## src/rtl/life_pkg.sv

```systemverilog
// Shared constants, FSM encodings and stop-reason codes for the life run sequencer.
package life_pkg;
  localparam int unsigned GRID  = 16;
  localparam int unsigned CELLS = GRID * GRID;
  localparam int unsigned POP_W = 9;

  localparam logic [2:0] ST_IDLE   = 3'd0;
  localparam logic [2:0] ST_LOAD   = 3'd1;
  localparam logic [2:0] ST_RUN    = 3'd2;
  localparam logic [2:0] ST_SETTLE = 3'd3;
  localparam logic [2:0] ST_DONE   = 3'd4;

  typedef enum logic [2:0] {
    IDLE   = ST_IDLE,
    LOAD   = ST_LOAD,
    RUN    = ST_RUN,
    SETTLE = ST_SETTLE,
    DONE   = ST_DONE
  } state_t;

  localparam logic [1:0] STOP_MAXGEN  = 2'd0;
  localparam logic [1:0] STOP_EXTINCT = 2'd1;
  localparam logic [1:0] STOP_STILL   = 2'd2;
  localparam logic [1:0] STOP_PERIOD2 = 2'd3;
endpackage

```

## src/rtl/life_popcount.sv

```systemverilog
// Combinational population count of the 256-cell grid: per-row sums, then a sum of rows.
module life_popcount
  import life_pkg::*;
(
  input  logic [CELLS-1:0] bits,
  output logic [POP_W-1:0] count
);

  logic [4:0] row_sum [GRID];

  always_comb begin
    for (int unsigned r = 0; r < GRID; r++) begin
      row_sum[r] = '0;
      for (int unsigned c = 0; c < GRID; c++) begin
        row_sum[r] = row_sum[r] + 5'(bits[r*GRID + c]);
      end
    end
  end

  always_comb begin
    count = '0;
    for (int unsigned r = 0; r < GRID; r++) begin
      count = count + POP_W'(row_sum[r]);
    end
  end

endmodule

```

## src/rtl/life_run_ctrl.sv

```systemverilog
// Run sequencer for the 16x16 life engine: load, run, early stop, report.
// Optional period-2 stop detection enabled by defining LIFE_PERIOD2_DETECT_EN.
module life_run_ctrl
  import life_pkg::*;
#(
  parameter int unsigned GEN_W = 16
) (
  input  logic             clk,
  input  logic             rst_n,
  input  logic             start,
  input  logic             abort,
  input  logic [CELLS-1:0] pattern,
  input  logic [GEN_W-1:0] max_gen,
  input  logic             stop_on_still,
  output logic             busy,
  output logic             done,
  output logic [1:0]       stop_reason,
  output logic [GEN_W-1:0] gen_count,
  output logic [POP_W-1:0] pop_count,
  output logic             eng_load,
  output logic [CELLS-1:0] eng_data,
  input  logic [CELLS-1:0] eng_q
);

  state_t           state, state_n;
  logic [CELLS-1:0] pattern_reg;
  logic [GEN_W-1:0] max_gen_reg;
  logic             still_reg;
  logic [CELLS-1:0] prev_q;
  logic             prev_valid;
`ifdef LIFE_PERIOD2_DETECT_EN
  logic [CELLS-1:0] prev2_q;
  logic             prev2_valid;
`endif

  logic [GEN_W-1:0] gen_n;
  logic [1:0]       reason_n;
  logic             capture, advance;
  logic [POP_W-1:0] pop_w;

  life_popcount u_popcount (
    .bits  (eng_q),
    .count (pop_w)
  );

  // The engine holds by reloading its own state; it only free-runs in RUN.
  assign eng_load = (state != RUN);
  assign eng_data = (state == LOAD) ? pattern_reg : eng_q;

  always_comb begin
    state_n  = state;
    gen_n    = gen_count;
    reason_n = stop_reason;
    capture  = 1'b0;
    advance  = 1'b0;
    case (state)
      IDLE, DONE: begin
        if (start && !abort) begin
          state_n = LOAD;
          capture = 1'b1;
          gen_n   = '0;
        end
      end
      LOAD: begin
        if (abort) begin
          state_n = IDLE;
        end else if (max_gen_reg == '0) begin
          state_n  = SETTLE;
          reason_n = STOP_MAXGEN;
        end else begin
          state_n = RUN;
        end
      end
      RUN: begin
        if (abort) begin
          state_n = IDLE;
        end else if (eng_q == '0) begin
          state_n  = SETTLE;
          reason_n = STOP_EXTINCT;
        end else if (still_reg && prev_valid && (eng_q == prev_q)) begin
          state_n  = SETTLE;
          reason_n = STOP_STILL;
`ifdef LIFE_PERIOD2_DETECT_EN
        end else if (still_reg && prev2_valid && (eng_q == prev2_q)) begin
          state_n  = SETTLE;
          reason_n = STOP_PERIOD2;
`endif
        end else if ((gen_count + GEN_W'(1)) == max_gen_reg) begin
          state_n  = SETTLE;
          reason_n = STOP_MAXGEN;
          gen_n    = max_gen_reg;
        end else begin
          gen_n   = gen_count + GEN_W'(1);
          advance = 1'b1;
        end
      end
      SETTLE: begin
        state_n = abort ? IDLE : DONE;
      end
      default: state_n = IDLE;
    endcase
  end

  always_ff @(posedge clk or negedge rst_n) begin
    if (!rst_n) begin
      state       <= IDLE;
      busy        <= 1'b0;
      done        <= 1'b0;
      stop_reason <= STOP_MAXGEN;
      gen_count   <= '0;
      pop_count   <= '0;
      pattern_reg <= '0;
      max_gen_reg <= '0;
      still_reg   <= 1'b0;
      prev_q      <= '0;
      prev_valid  <= 1'b0;
`ifdef LIFE_PERIOD2_DETECT_EN
      prev2_q     <= '0;
      prev2_valid <= 1'b0;
`endif
    end else begin
      state       <= state_n;
      gen_count   <= gen_n;
      stop_reason <= reason_n;
      busy        <= (state_n == LOAD) || (state_n == RUN) || (state_n == SETTLE);
      done        <= (state == SETTLE) && (state_n == DONE);
      if (state == SETTLE) begin
        pop_count <= pop_w;
      end
      if (capture) begin
        pattern_reg <= pattern;
        max_gen_reg <= max_gen;
        still_reg   <= stop_on_still;
        prev_valid  <= 1'b0;
`ifdef LIFE_PERIOD2_DETECT_EN
        prev2_valid <= 1'b0;
`endif
      end
      if (advance) begin
        prev_q      <= eng_q;
        prev_valid  <= 1'b1;
`ifdef LIFE_PERIOD2_DETECT_EN
        prev2_q     <= prev_q;
        prev2_valid <= prev_valid;
`endif
      end
    end
  end

endmodule

```

## config.mk

```make
export PLATFORM = sky130hd
export DESIGN_NAME = life_run_ctrl
export DESIGN_NICKNAME = d
export VERILOG_FILES = /design/src/rtl/life_pkg.sv /design/src/rtl/life_popcount.sv /design/src/rtl/life_run_ctrl.sv
export SDC_FILE = /design/constraint.sdc
export NUM_CORES = 2
export LEC_CHECK = 0
export ABC_AREA = 1
export ABC_CLOCK_PERIOD_IN_PS = 2300
export BUFFER_PORTS_ARGS = -buffer_cell sky130_fd_sc_hd__buf_2
export CORE_MARGIN = 8
export CORE_UTILIZATION = 30
export CTS_BUF_LIST = sky130_fd_sc_hd__clkbuf_8
export DETAILED_ROUTE_END_ITERATION = 10
export HOLD_SLACK_MARGIN = 0.03
export PLACE_DENSITY = 0.53
export SYNTH_ARGS = -nofsm -noshare
export SYNTH_HDL_FRONTEND = slang
export SYNTH_SLANG_ARGS = --single-unit
export TNS_END_PERCENT = 5
```

## constraint.sdc

```tcl
create_clock -name clk -period 2.3 [get_ports clk]
set_input_delay 0.23 -clock clk [delete_from_list [all_inputs] [get_ports clk]]
set_output_delay 0.23 -clock clk [all_outputs]
set_load 0.005 [all_outputs]
```

Word-level counts from Yosys, hierarchy flattened
Index checks and enable logic that the tools add are counted.

word-level totals
  flip-flop bits (word level) = 562
  input port bits = 533
  output and inout port bits = 286

operators by class
  add/sub/neg operators = 256
  equality and inequality tests = 18
  muxes and demuxes = 32
  reductions and logical operators = 16

operator list
  cell                     number
  $add A5 B1 Y5            224
  $eq A256 B256 Y1         1
  $logic_not A256 Y1       1
  $mux W256                1
  $add A9 B5 Y9            14
  $mux W16                 5
  $add A1 B1 Y2            16
  $pmux W16 S2             1
  $mux W3                  6
  $add A16 B1 Y16 const B  1
  $eq A16 B16 Y1           1
  $logic_not A16 Y1        1
  $mux W2                  7
  $eq A3 B2 Y1 const B     4
  $pmux W3 S4              1
  $mux W1                  10
  $ne A2 B2 Y1 const B     5
  $reduce_and A5 Y1        2
  $add A5 B5 Y6            1
  $eq A3 B1 Y1 const B     2
  $eq A3 B3 Y1 const B     2
  $reduce_bool A2 Y1       3
  $logic_and A1 B1 Y1      4
  $ne A4 B4 Y1 const B     1
  7 further kinds          8

Longest topological paths before layout
  depth after elaboration = 30
  mapped depth = 38
  gate-level depth less buffers = 38

By module
A second synthesis with hierarchy kept.

second synthesis, totals
  cells, all modules = 5,892
  area total of the unflattened synthesis = 40,821.7 um^2

by module, submodules not included
  module         instances  cells an instance  area each (um^2)  seq. area each (um^2)
  life_run_ctrl  1          5,124              33,314.5          14,063.5
  life_popcount  1          768                7,507.2           0.0

Worst setup path after synthesis
No wires, ideal clock.

  path type = input-to-reg
  from = in eng_q[0]
  to = reg pop_count[7]
  data arrival time = 8.446 ns
  path slack = -6.278 ns
  stages = 32
  buffers on the path = 0
  path through = inv_1 > ha_1 > inv_1 > fa_1 > fa_1 > fa_1 > fa_1 > fa_1 > fa_1 > xnor2_1 > ha_1 > a21oi_1 > and2_1 > xor2_1 > fa_1 > fa_1 > fa_1 > fa_1 > inv_1 > fa_1 > inv_1 > fa_1 > inv_1 > ha_1 > nand2_1 > nor2_1 > a211oi_1 > nor2_1 > o21ai_0 > nand2_1 > xnor2_1 > o21ai_0

on the way
  longest elaborated chain between the ends = 30

RTL lines
  item                          line                  source
  start, declared               life_run_ctrl.sv:22   input logic [CELLS-1:0] eng_q
  $add A1 B1 Y2                 life_popcount.sv:15   row_sum[r] = row_sum[r] + 5'(bits[r*GRID + c]);
  $add A5 B1 Y5 (14 in series)  life_popcount.sv:15
  $add A5 B5 Y6                 life_popcount.sv:23   count = count + POP_W'(row_sum[r]);
  $add A9 B5 Y9 (14 in series)  life_popcount.sv:23
  end signal, assigned          life_run_ctrl.sv:128  pop_count <= pop_w;
  end, declared                 life_run_ctrl.sv:19   output logic [POP_W-1:0] pop_count,

Every way passes these cells.
A chain may end at the register's enable or synchronous reset.

Worst setup path after layout
  from = in eng_q[17]
  to = reg pop_count[8]

Same word-level chain as after synthesis.

==> summary.md <==
| Metric | Value |
|---|---|
| Outcome | `complete, but fails checks` |
| Violated checks | `setup timing` |
| GRT Total Usage | `just under 30%` |
| Most frequent cell after synthesis | `nand2_1` |
| Slew Viols, Final | `0` |
| Core Area | `between 0.1 and 0.15 sq mm` |
| Most used DFF post-synth | `dfrtp_1` |
| DRT Wirelength | `about 220000 um` |
| Fillers | `between 10000 and 15000` |
| Highest Signal Layer | `met5` |
| Via density | `around 4.7` |
| Area grow syn2layout | `67.1%` |
| Hold Startpoint | `pattern[195]` |
| # IOs | `approximately 800` |
| Met3 WL | `18600 um` |
| Syn Inst Count | `~5400` |
| Worst hold path type | `in -> reg` |
| Top cells by count, synth | `2247 x nand2_1, 714 x inv_1, 562 x dfrtp_1, 507 x o21ai_0, 319 x nor2_1` |
| Sw Share | `between 40% and 50%` |
| Most frequent CP cell | `fa_1` |
| Number of flops mapped to enable cells by yosys | `0` |
| Least-Margin Pin Slew | `about 0.77 ns` |
| Critical path type | `in -> reg` |
| CTS tree | `yes` |
| CP max stage cell | `fa_1` |
| Comb power frac | `approximately three quarters` |
| Iteration-0 DRC Markers | `approximately 4000` |
| Post-synth ARST share | `100%` |
| Clk_lat worst skew | `roughly 0.9 ns` |
| First-pass GRT wire length | `311000 um` |
| PD cells | `1540 mW/mm^2` |
| Syn Nets | `around 6300` |
| Reg2reg start | `prev_q[6]` |
| Largest net degree at the start of global routing | `60` |
| P_sw | `roughly 0.047 W` |
| Max transition margin | `slightly below 50%` |
| Worst-path fanout max | `2` |
| Post-Layout Cell Count | `about 9900` |
| Via count | `between 40000 and 50000` |
| Initial Util | `a little under a third` |
| Synth area leader | `dfrtp_1` |
| Largest cells by area after synthesis | `dfrtp_1 36%, nand2_1 21%, fa_1 11%, inv_1 6.8%, o21ai_0 6.4%` |
| Initial antenna violation count | `roughly 120` |
| Period utilization | `345%` |
| Leakage | `between 30 and 40 nW` |
| Die Span Y | `approximately 380 um` |
| RSZ-0062 raised after global routing | `yes` |
| Drt first pass iters | `6` |
| DRC | `0` |
| Proportion of synthesized chip area in sequential cells | `35.7%` |
| Port Buf Inserts | `approximately 820` |
| Clock sink total | `between 500 and 600` |
| Die ar. | `0.143 sq mm` |
| Worst Setup SP | `eng_q[17]` |
| Syn_area_per_cell | `between 7 and 8 sq um` |
| Grt ovf | `0` |
| Post-Route M1 WL | `between 80000 and 90000 um` |
| Met2 wire len | `about 100000 um` |
| Hold Fails Final Rpt | `0` |
| Max-cap violation count | `0` |
| PnR worst setup slack | `-5.64 ns` |
| Root Buffer | `clkbuf_8` |
| Detail Route Antenna Nets | `0` |
| Synth unique cells | `39` |
| Critical Path RT | `3.04 ns` |
| H-tree depth | `3` |
| Type of element capturing the critical path | `flop` |
| Max Fclk | `0.126 GHz` |
| Max incr delay on CP | `between 0.5 and 0.6 ns` |
| YS warnings | `0` |
| Critical path launch point type | `input pin` |
| Tmin final | `just under 8 ns` |
| Internal | `0.0543 W` |
| Nets | `about 8800` |
| Fraction of layout instances using a drive strength above 1 | `between 30% and 40%` |
| Final HPWL DP | `176000 um` |
| Max clock buf depth | `3` |
| Sequential group share of total power | `between 10% and 20%` |
| Register area | `between 0.01 and 0.015 sq mm` |
| Cts bufs inserted | `116` |
| Final GP Congestion | `~0.98` |
| Clock transition at path regs | `~0.06 ns` |
| Peak supply drop | `between 4 and 5 mV` |
| Vias in the first global route | `~47000` |
| Die W | `378 um` |
| Post-Syn Area | `around 0.039 sq mm` |
| Pre-CTS setup slack | `-6.82 ns` |
| Worst EP arrival | `a little under 9 ns` |
| Clock share of power | `a little under an eighth` |
| Skew final | `approximately 0.075 ns` |
| Num rows | `between 100 and 150` |
| Post-synth top area share | `roughly 36%` |
| Post-synthesis register bit count | `562` |
| # placed instances | `8912` |
| Multi-input combinational cell area | `~0.023 sq mm` |
| Setup Viol. Count Final | `~540` |
| Wire length per cell | `between 20 and 25 um` |
[critical path, delay by kind of cell]
family / cells / cell delay [ns]
adders and majority gates: 16 / 7.01
buffers and inverters: 8 / 0.58
AOI/OAI and AO/OA: 3 / 0.34
xor gates and xnor gates: 2 / 0.32
and+or+nand+nor: 3 / 0.17
[cells by family (layout without fill, tap and decap cells)]
group	Yosys count	after routing	share of synthesized area (%)
AOI/OAI and AO/OA	642	642	8.20
xor gates and xnor gates	110	110	2.48
buffers and inverters	900	3492	9.23
DFF	562	562	35.7
and+or+nand+nor	2852	2852	28.8
other	0	82	0
adders and majority gates	358	358	15.6
[layout make-up]
type                            instances  share of cell area, %
Clock inverter                         60                  0.692
Inverter                              724                   4.15
Antenna cell                           82                  0.312
Multi-Input combinational cell       3962                   35.4
Clock buffer                          157                   3.28
Sequential cell                       562                   21.4
Timing Repair Buffer                 2551                   31.4
Tap cell                             1755                   3.34
[power groups by stage]
stage,combinational [W],clock [W],sequential [W]
after global routing,0.0781,0.0127,0.0151
final,0.0745,0.0121,0.0148
after global placement,0.0599,0,0.0146
after floorplan,0.0369,0,0.0143
after CTS,0.0721,0.0123,0.0146
after detailed placement,0.0602,0,0.0147
[repair_timing]
action,4_1_cts,5_1_grt
pin swaps,61,70
cloned,15,21
endpoints found under the setup margin,542,542
setup buffers,26,32
hold endpoints to repair,1097,0
hold buffers,556,0
gates resized for setup,431,429
[per-layer routing]
metal	vias to the layer above	track usage, %
li1	21875	-
met1	22391	36.5
met2	1931	49.0
met3	538	7.39
met4	46	13.5
met5	-	0
[cells in the final DEF (no fill, tap or decap), types with 10 or more instances in the layout]
master         netlist  routed
nand2_1           2247    2065
buf_4                8    1000
buf_2               19     811
inv_1              714     714
dfrtp_1            562     559
dlygate4sd3_1        0     555
nor2_1             319     280
o21ai_0            507     270
fa_1               223     214
o21ai_1            107     209
nand2_2              3     159
clkbuf_8             0     157
o21ai_2              1     133
ha_1               135     121
nand4_1            116     116
buf_12               0      85
diode_2              0      82
nand3_1             78      71
xor2_1              63      59
xnor2_1             46      43
buf_6               27      38
nor2_2               5      33
nor3_1              33      31
inv_2                8      28
nand2_4              0      26
buf_16               0      25
clkinv_2             0      23
clkbuf_16            0      19
a21oi_1             20      18
buf_8                0      18
nor4_1              14      14
ha_4                 0      14
nor2_4               2      13
nand3b_1            12      12
or2_2               10      10
[worst paths after layout]
kind	to	slack, ns	depth (start not counted)
max in group asynchronous	pattern_reg[227]	1.61	3
max	pop_count[8]	-5.64	32
max reg2reg	prev_q[222]	-0.53	18
min in group asynchronous	prev_q[144]	0.27	3
min	pattern_reg[195]	0.08	4
min reg2reg	pattern_reg[168]	0.47	2
[stage by stage]
step	util [%]	TNS (ns)	area (sq um)	total power [W]	hold WS, ns
floorplan	-	-47.18	39400	0.0513	-0.0656
global placement	41.1	-227.28	53800	0.0744	0.327
finish	50.3	-246.69	65800	0.101	0.0776
global route	50.2	-305.80	65800	0.106	0.0543
detailed placement	41.1	-233.49	53800	0.0749	0.323
CTS	48.6	-256.32	63700	0.0989	0.0302
Power figures use the tool's default switching activity.
